**src/rtl/rotary_button_input.sv**
```systemverilog
// rotary_button_input: synchronises and debounces the board push-buttons and
// the rotary encoder, then emits single-cycle press/rotation pulses and a
// wrapping detent position for the downstream ALU. All outputs are flops.

// One input lane: 2-flop synchroniser followed by a mismatch-count debouncer.
module rbi_lane #(
   parameter int DEBOUNCE_CYCLES = 50000
) (
   input  logic clk,
   input  logic rst_n,
   input  logic load,   // settle phase: debounced level follows the synchroniser
   input  logic raw,
   output logic lvl
);
   localparam int CW = $clog2(DEBOUNCE_CYCLES);

   logic          s1, s2;
   logic [CW-1:0] cnt;

   // Two-stage synchroniser for the asynchronous board input.
   always_ff @(posedge clk or negedge rst_n) begin
      if (!rst_n) begin
         s1 <= 1'b0;
         s2 <= 1'b0;
      end else begin
         s1 <= raw;
         s2 <= s1;
      end
   end

   // Level changes only after DEBOUNCE_CYCLES consecutive mismatching samples.
   always_ff @(posedge clk or negedge rst_n) begin
      if (!rst_n) begin
         lvl <= 1'b0;
         cnt <= '0;
      end else if (load || (s2 == lvl)) begin
         lvl <= s2;
         cnt <= '0;
      end else if (cnt == CW'(DEBOUNCE_CYCLES - 1)) begin
         lvl <= s2;
         cnt <= '0;
      end else begin
         cnt <= cnt + CW'(1);
      end
   end
endmodule

module rotary_button_input #(
   parameter int DEBOUNCE_CYCLES = 50000,
   parameter int POS_W           = 8
) (
   input  logic             Clock,
   input  logic             Reset,
   input  logic             BTN_EAST,
   input  logic             BTN_NORTH,
   input  logic             BTN_SOUTH,
   input  logic             BTN_WEST,
   input  logic             ROT_A,
   input  logic             ROT_B,
   input  logic             ROT_CENTER,
   output logic [3:0]       oBtnLevel,
   output logic [3:0]       oBtnPress,
   output logic             oCenterPress,
   output logic             oRotCW,
   output logic             oRotCCW,
   output logic [POS_W-1:0] oPosition,
   output logic             oReady
);
   localparam int NUM_LANES = 7;
   localparam int SW        = $clog2(DEBOUNCE_CYCLES + 2);
   // Lane map: [3:0] buttons E,N,S,W; 4 = ROT_A; 5 = ROT_B; 6 = ROT_CENTER.
   localparam int L_A = 4, L_B = 5, L_C = 6;

   typedef enum logic {SETTLE, RUN} state_t;

   state_t                 state, state_nxt;
   logic [SW-1:0]          settle_cnt;
   logic                   settle_done;
   logic                   settle;
   logic [NUM_LANES-1:0]   raw, lvl, lvl_q;
   logic [3:0]             press_rise;
   logic                   a_rise, c_rise, cw, ccw;

   assign raw = {ROT_CENTER, ROT_B, ROT_A, BTN_WEST, BTN_SOUTH, BTN_NORTH, BTN_EAST};
   assign settle = (state == SETTLE);

   for (genvar i = 0; i < NUM_LANES; i++) begin : g_lane
      rbi_lane #(.DEBOUNCE_CYCLES(DEBOUNCE_CYCLES)) u_lane (
         .clk   (Clock),
         .rst_n (Reset),
         .load  (settle),
         .raw   (raw[i]),
         .lvl   (lvl[i])
      );
   end

   // No reset synchroniser: the settle window absorbs the release, and a
   // direct release gives an exact, deterministic ready latency.
   assign settle_done = (settle_cnt == SW'(DEBOUNCE_CYCLES + 1));

   // State register.
   always_ff @(posedge Clock or negedge Reset) begin
      if (!Reset) state <= SETTLE;
      else        state <= state_nxt;
   end

   // Next state: SETTLE runs out its window, RUN is left only by reset.
   always_comb begin
      state_nxt = state;
      if (state == SETTLE && settle_done) state_nxt = RUN;
   end

   // Settle window counter, frozen once running.
   always_ff @(posedge Clock or negedge Reset) begin
      if (!Reset)      settle_cnt <= '0;
      else if (settle) settle_cnt <= settle_cnt + SW'(1);
   end

   assign press_rise = lvl[3:0] & ~lvl_q[3:0];
   assign a_rise     = lvl[L_A] & ~lvl_q[L_A];
   assign c_rise     = lvl[L_C] & ~lvl_q[L_C];
   // Direction comes from B as it stood the cycle before A's rising edge.
   assign cw         = a_rise & ~lvl_q[L_B];
   assign ccw        = a_rise &  lvl_q[L_B];

   // Edge detection, pulse outputs and the position counter.
   always_ff @(posedge Clock or negedge Reset) begin
      if (!Reset) begin
         lvl_q        <= '0;
         oBtnPress    <= '0;
         oCenterPress <= 1'b0;
         oRotCW       <= 1'b0;
         oRotCCW      <= 1'b0;
         oPosition    <= '0;
      end else begin
         lvl_q        <= lvl;
         oBtnPress    <= settle ? 4'b0 : press_rise;
         oCenterPress <= !settle && c_rise;
         oRotCW       <= !settle && cw;
         oRotCCW      <= !settle && ccw;
         if (!settle) begin
            if (c_rise)   oPosition <= '0;
            else if (cw)  oPosition <= oPosition + POS_W'(1);
            else if (ccw) oPosition <= oPosition - POS_W'(1);
         end
      end
   end

   assign oBtnLevel = lvl[3:0];
   assign oReady    = (state == RUN);
endmodule

```
**config.mk**
```make
export PLATFORM = sky130hd
export DESIGN_NAME = rotary_button_input
export DESIGN_NICKNAME = d
export VERILOG_FILES = /design/src/rtl/rotary_button_input.sv
export SDC_FILE = /design/constraint.sdc
export NUM_CORES = 1
export LEC_CHECK = 0
export BUFFER_PORTS_ARGS = -buffer_cell sky130_fd_sc_hd__buf_4
export CAP_MARGIN = 40
export CORE_ASPECT_RATIO = 1.1
export CORE_MARGIN = 2
export CORE_UTILIZATION = 45
export CTS_BUF_LIST = sky130_fd_sc_hd__clkbuf_8
export DETAILED_ROUTE_END_ITERATION = 10
export HOLD_SLACK_MARGIN = 0.1
export PLACE_DENSITY_LB_ADDON = 0.12
export SYNTH_ARGS = -nofsm -noshare
export SYNTH_HDL_FRONTEND = slang
export SYNTH_HIERARCHICAL = 1
export SYNTH_SLANG_ARGS = --single-unit
```
**constraint.sdc**
```tcl
create_clock -name Clock -period 3 [get_ports Clock]
set_clock_uncertainty 0.2 [all_clocks]
set_input_delay 0.15 -clock Clock [delete_from_list [all_inputs] [get_ports Clock]]
set_output_delay 0.15 -clock Clock [all_outputs]
set_load 0.005 [all_outputs]
```
==> results.py, run 1 <==
metrics = {
    "pwr": {
        "power_density_nw_per_um2": 448,
        "finalPower_mw": 4.11,
        "vdd_ir_drop_max_uv": 252,
        "cellLeakagePower_nw": 3.48,
    },
    "floorplan": {
        "initial_core_util_pct": 46.0,
        "core_um2": 17700,
        "die_x_um": 132,
        "ios": 29,
        "die_h_um": 145,
        "die_area_um2": 19200,
        "rows": 51,
    },
    "global_routing": {
        "grt_pass1_vias": 5625,
        "grt_overflow": 0,
        "grt_usage_pct": 16.5,
        "grt_max_degree": 69,
        "grt_pass1_wl_um": 26400,
        "antenna_found_initial": 0,
    },
    "placed_design": {
        "post-dp-hpwl_um": 9720,
        "gp_congestion": 0.836,
        "place_area_um2": 8650,
        "placedCellCount": 1031,
        "portBuffers": 28,
        "dp_slack_ns": 0.224,
    },
    "critical_path": {
        "rrSetupSlack_ns": 0.28,
        "path_cells": "nor2b_1, nand2b_2, ha_1, o21ai_0, nor3_1, o31a_1, or4_1, nand3_1",
        "critPathLaunchType": "flop",
        "path_buf_inv": 0,
        "crit_required_ns": 3.19,
        "slowest_delay_ns": 0.47,
        "cp-end-kind": "flop",
        "crit_arrival_ns": 2.91,
        "cp_top_family": "simple AND/OR/NAND/NOR gates",
        "crit_type": "flop to flop",
        "cp_max_fo": 10,
        "crit_path_top_delay_cell": "or4_1",
    },
    "logic_synthesis": {
        "synth-xor-area-share_pct": 12.4,
        "avgSynthCellArea_um2": 10.6,
        "yosys-top-cells-area": "dfrtp_1 53%, xnor2_1 9.7%, nor2_1 6.2%",
        "synth_top_area_share_pct": 53.0,
        "synth_mux_area_share_pct": 1.09,
        "async_flop_share_pct": 100,
        "synthesis.area_um2": 8130,
        "yosys.area.top_type": "dfrtp_1",
        "yosys_register_bits": 172,
        "synth-edff-count": 0,
        "synth_compound_area_share_pct": 5.33,
        "synthAdderAreaFrac_pct": 2.56,
        "seq_area_frac_synth_pct": 53.0,
        "syn_inst": 770,
        "ys_warn_count": 6,
        "synth_fp_nets": 795,
        "synth_top_family_by_area": "simple AND/OR/NAND/NOR gates",
        "synth-simple-area-share_pct": 22.8,
        "synth_cell_types": 45,
        "ys.flop_type": "dfrtp_1",
    },
    "routing": {
        "wirelength_um": 14700,
        "vias_per_cell": 5.24,
        "vias": 5605,
        "wl_per_cell_um": 13.8,
        "drc": 0,
        "wl_met3_um": 439,
        "drtIter0Drc": 207,
        "antenna_left": 0,
        "wl_met2_um": 7190,
        "top_layer": "met4",
        "met1_length_um": 6890,
        "first_pass_iters": 4,
    },
    "clock_tree": {
        "htreeDepth": 4,
        "cts_root_buf": "clkbuf_8",
        "numCtsBuffers": 17,
        "cts_tree": "yes",
        "clkLatencyLatePin_ns": 0.45,
        "cts_sinks": 172,
        "cts_setup_buffers": 0,
        "clockBufferDepth": 2,
        "cts.clk_slew.worst_paths_ns": 0.09,
    },
    "cells_and_area": {
        "drive_gt1_share_pct": 11.7,
        "most-common-layout-cells": "172 x dfrtp_1, 135 x nor2_1, 90 x xnor2_1, 44 x inv_1, 40 x nand2_1",
        "regArea_um2": 4300,
        "layout.cells.non_filler": 1070,
        "syn2layout_area_growth_pct": 12.8,
        "nFillCells": 1574,
        "multi_input_area_um2": 3590,
        "final_common_cell": "dfrtp_1",
        "final_util_pct": 51.9,
        "n_antenna_cell": 0,
        "nets": 847,
        "final_cell_area_um2": 9170,
    },
    "sta": {
        "slew_violations": 0,
        "hold_ws_ns": 0.146,
        "tightest_slew_ns": 0.869,
        "slew_headroom_pct": 41.9,
        "layout_setup_ws_ns": 0.277,
        "period_share_pct": 90.8,
        "period_minus_slack_ns": 2.72,
        "fmaxAchievable_mhz": 367,
        "setup_tns_ns": 0,
        "setup_viol_count_final": 0,
        "final-hold-violation-count": 0,
    },
    "run_status": {
        "outcome": "finished clean",
    },
    "hold_path": {
        "hp-class": "input pin to flop",
    },
    "flow_run": {
        "drv_cap": 0,
    },
}
[cells in the mapped netlist (2+ instances only)]
master,n
buf_4,4
nor2b_1,4
xnor2_1,90
or4_1,9
mux2_1,7
nor4b_1,2
or2_2,7
nand3_1,28
and3_1,2
xor2_1,25
nand2_1,40
dfrtp_1,172
buf_2,8
and2_1,3
a21oi_1,10
nor3b_1,5
inv_1,42
nand2b_1,3
nor3_1,30
or4b_4,7
nor4_1,36
o41ai_4,7
o21ai_0,8
nor2_1,135
ha_1,15
o21ai_1,2
nand4_1,38
a31o_2,7
nand4b_1,8
[routing by layer]
layer | track usage, % | vias to the layer above
li1 | - | 2762
met1 | 22.0 | 2740
met2 | 27.1 | 85
met3 | 3.14 | 18
met4 | 5.76 | 0
met5 | 0 | -
[worst paths after layout]
kind | from | end | cells past startpoint
max | g_lane[4].u_lane/lvl | oPosition[7] | 8
min | BTN_EAST | g_lane[0].u_lane/s1 | 2
max reg2reg | g_lane[4].u_lane/lvl | oPosition[7] | 8
min reg2reg | g_lane[2].u_lane/s1 | g_lane[2].u_lane/s2 | 0
max in group asynchronous | Reset | g_lane[1].u_lane/cnt[5] | 4
min in group asynchronous | Reset | g_lane[4].u_lane/cnt[14] | 4
[worst register-to-register path: stages (launching register included)]
cell	delay, ns
dfrtp_1	0.38
nor2b_1	0.32
nand2b_2	0.23
ha_1	0.37
o21ai_0	0.23
nor3_1	0.10
o31a_1	0.29
or4_1	0.47
nand3_1	0.08
[cells by family (layout without fill, tap and decap cells)]
| logic type | after synthesis | in the layout |
|---|---|---|
| muxes | 8 | 8 |
| and+or+nand+nor | 360 | 360 |
| AOI/OAI and AO/OA | 43 | 43 |
| adders and majority gates | 16 | 16 |
| buffers and inverters | 56 | 118 |
| xor gates and xnor gates | 115 | 115 |
| DFF | 172 | 172 |
[repair_timing]
item,4_1_cts,5_1_grt
hold endpoints to repair,179,0
setup endpoints to repair,0,2
hold buffers,10,0
resized for setup,0,1
[final cells by class]
class | instances | area share, %
sequential | 172 | 47.0
multi-input combinational | 542 | 39.2
timing repair buffer | 46 | 4.55
tap | 238 | 3.25
clock buffer | 20 | 3.00
inverter | 43 | 1.76
clock inverter | 9 | 1.32
[registers in the layout, indices dropped and copies added, names as in the netlist]
| register | count |
|---|---|
| oRotCCW | 1 |
| oBtnPress | 4 |
| oReady | 1 |
| oRotCW | 1 |
| lvl_q | 7 |
| g_lane.u_lane/cnt | 112 |
| settle_cnt | 16 |
| g_lane.u_lane/lvl | 7 |
| g_lane.u_lane/s1 | 7 |
| g_lane.u_lane/s2 | 7 |
| oCenterPress | 1 |
| oPosition | 8 |
[where the power goes]
| group | total, mW | switching [mW] | internal [mW] | leakage (nW) |
|---|---|---|---|---|
| combinational | 0.107 | 0.0647 | 0.0419 | 0.946 |
| clock | 1.65 | 0.784 | 0.869 | 0.213 |
| sequential | 2.35 | 0.0124 | 2.34 | 2.32 |
| total | 4.11 | 0.861 | 3.25 | 3.48 |
Power figures use the tool's default switching activity.
==> run 2, diff against run 1 <==
- CORE_MARGIN: 2 -> 8
- REMOVE_ABC_BUFFERS: default -> 1
- SETUP_SLACK_MARGIN: default -> 0.02
==> results.py, run 2 (synthesis gave the netlist of run 1 again) <==
metrics = {
    "floorplan": {
        "initial_core_util_pct": 46.0,
        "die_area_um2": 22600,
        "rows": 51,
        "die_h_um": 157,
        "ios": 29,
        "core_um2": 17700,
        "die_x_um": 144,
    },
    "sta": {
        "period_share_pct": 89.9,
        "period_minus_slack_ns": 2.70,
        "fmaxAchievable_mhz": 371,
        "rsz0062_at_grt": "false",
        "setup_tns_ns": 0,
        "final-hold-violation-count": 0,
        "slew_violations": 0,
        "setup_viol_count_final": 0,
        "tightest_slew_ns": 0.917,
        "hold_ws_ns": 0.103,
        "slew_headroom_pct": 38.7,
    },
    "routing": {
        "drc": 0,
        "drtIter0Drc": 246,
        "wirelength_um": 14900,
        "first_pass_iters": 4,
        "vias_per_cell": 5.26,
        "antenna_left": 0,
        "wl_per_cell_um": 13.9,
        "vias": 5654,
    },
    "placed_design": {
        "portBuffers": 28,
        "gp_congestion": 0.844,
        "post-dp-hpwl_um": 10100,
    },
    "run_status": {
        "outcome": "finished clean",
    },
    "pwr": {
        "p_seq_share_pct": 59.1,
        "cellLeakagePower_nw": 3.45,
        "power_density_nw_per_um2": 435,
        "vdd_ir_drop_max_uv": 273,
        "p_sw_share_pct": 23.2,
        "intPower_mw": 3.05,
        "clkPwrFrac_pct": 38.2,
        "switchingPower_uw": 922,
        "comb_power_share_pct": 2.7,
    },
    "global_routing": {
        "grt_pass1_wl_um": 26400,
        "grt_overflow": 0,
        "grt_max_degree": 64,
        "antenna_found_initial": 0,
        "grt_pass1_vias": 5672,
        "grt_usage_pct": 14.3,
    },
    "critical_path": {
        "cp_max_fo": 10,
        "crit_arrival_ns": 2.88,
        "cp-end-kind": "flop",
        "crit_required_ns": 3.18,
        "critPathLaunchType": "flop",
        "crit_type": "flop to flop",
    },
    "clock_tree": {
        "cts_sinks": 172,
        "clockBufferDepth": 2,
        "clkLatencyLatePin_ns": 0.44,
        "cts_root_buf": "clkbuf_8",
        "cts_setup_buffers": 0,
        "cts_tree": "yes",
        "htreeDepth": 4,
        "cts.clk_slew.worst_paths_ns": 0.09,
        "numCtsBuffers": 17,
    },
    "cells_and_area": {
        "nets": 849,
        "most-common-layout-cells": "172 x dfrtp_1, 135 x nor2_1, 90 x xnor2_1, 42 x inv_1, 40 x nand2_1",
        "syn2layout_area_growth_pct": 12.4,
        "n_antenna_cell": 0,
        "largest_register": "g_lane.u_lane/cnt",
        "drive_gt1_share_pct": 12.4,
        "top_regs": "g_lane.u_lane/cnt (112), settle_cnt (16), oPosition (8)",
        "largest_reg_flops": 112,
        "final_common_cell": "dfrtp_1",
    },
    "hold_path": {
        "hp-class": "input pin to async pin",
    },
    "flow_run": {
        "drv_cap": 0,
    },
}
-- run 2: cell types whose count changed in the layout (fill, tap and decap cells not counted), sizes merged --
cell / before / now
dlygate4sd3: 9 / 8
clkbuf: 20 / 18
clkinv: 3 / 4
clkinvlp: 0 / 5
buf: 37 / 40
bufinv: 3 / 1
-- run 2: worst paths after layout --
check / from / endpoint / slack [ns] / cells after the start
worst min-delay path: Reset / g_lane[4].u_lane/cnt[5] / 0.10 / 3
max in group asynchronous: Reset / settle_cnt[9] / 2.19 / 3
worst max-delay path: g_lane[4].u_lane/lvl / oPosition[7] / 0.30 / 8
worst min register to register: g_lane[6].u_lane/s1 / g_lane[6].u_lane/s2 / 0.16 / 0
worst max register to register: g_lane[4].u_lane/lvl / oPosition[7] / 0.30 / 8
min in group Clock: BTN_WEST / g_lane[3].u_lane/s1 / 0.15 / 2
-- run 2: power groups by stage --
stage / sequential [mW] / clock, mW / combinational, mW
floorplan: 2.39 / 0 / 0.0252
global placement: 2.39 / 0 / 0.0936
detailed placement: 2.39 / 0 / 0.0965
CTS: 2.35 / 1.59 / 0.112
global route: 2.35 / 1.68 / 0.123
finish: 2.35 / 1.52 / 0.107
-- run 2: layer usage --
| layer | wire (um) | GRT usage, % | vias up |
|---|---|---|---|
| met4 | 232 | 5.51 | 0 |
| met1 | 7090 | 17.8 | 2796 |
| met5 | 0 | 0 | - |
| met2 | 7140 | 23.8 | 76 |
| met3 | 452 | 3.15 | 20 |
| li1 | - | - | 2762 |
-- run 2: critical path, stage by stage, from the launching register on --
cell and delay [ns]:
dfrtp_1 0.40, nor2b_1 0.29, nand2b_2 0.22, ha_1 0.37, o21ai_0 0.23, nor3_1 0.10
o31a_1 0.29, or4_1 0.46, nand3_1 0.08
-- run 2: through the flow --
stage	instances	setup WS (ns)	power [mW]	area, um^2	utilization, %
after floorplan	757	0.508	2.42	8050	-
after detailed placement	1034	0.224	2.49	8660	49.0
after global placement	1034	0.312	2.49	8660	49.0
after global routing	1074	0.0515	4.16	9140	51.7
after CTS	1074	0.202	4.06	9130	51.7
final	1074	0.304	3.97	9140	51.7
-- run 2: area by class of cell --
type | instances | area, um^2
Clock buffer | 18 | 248
Clock inverter | 13 | 118
Fill cell | 1583 | 8540
Inverter | 43 | 161
Multi-Input combinational cell | 542 | 3590
Sequential cell | 172 | 4300
Tap cell | 238 | 298
Timing Repair Buffer | 48 | 417
-- run 2: what timing repair did --
item,CTS,global route
resized for setup,0,1
endpoints found under the setup margin,0,1
hold endpoints to repair,179,0
hold buffers,9,0
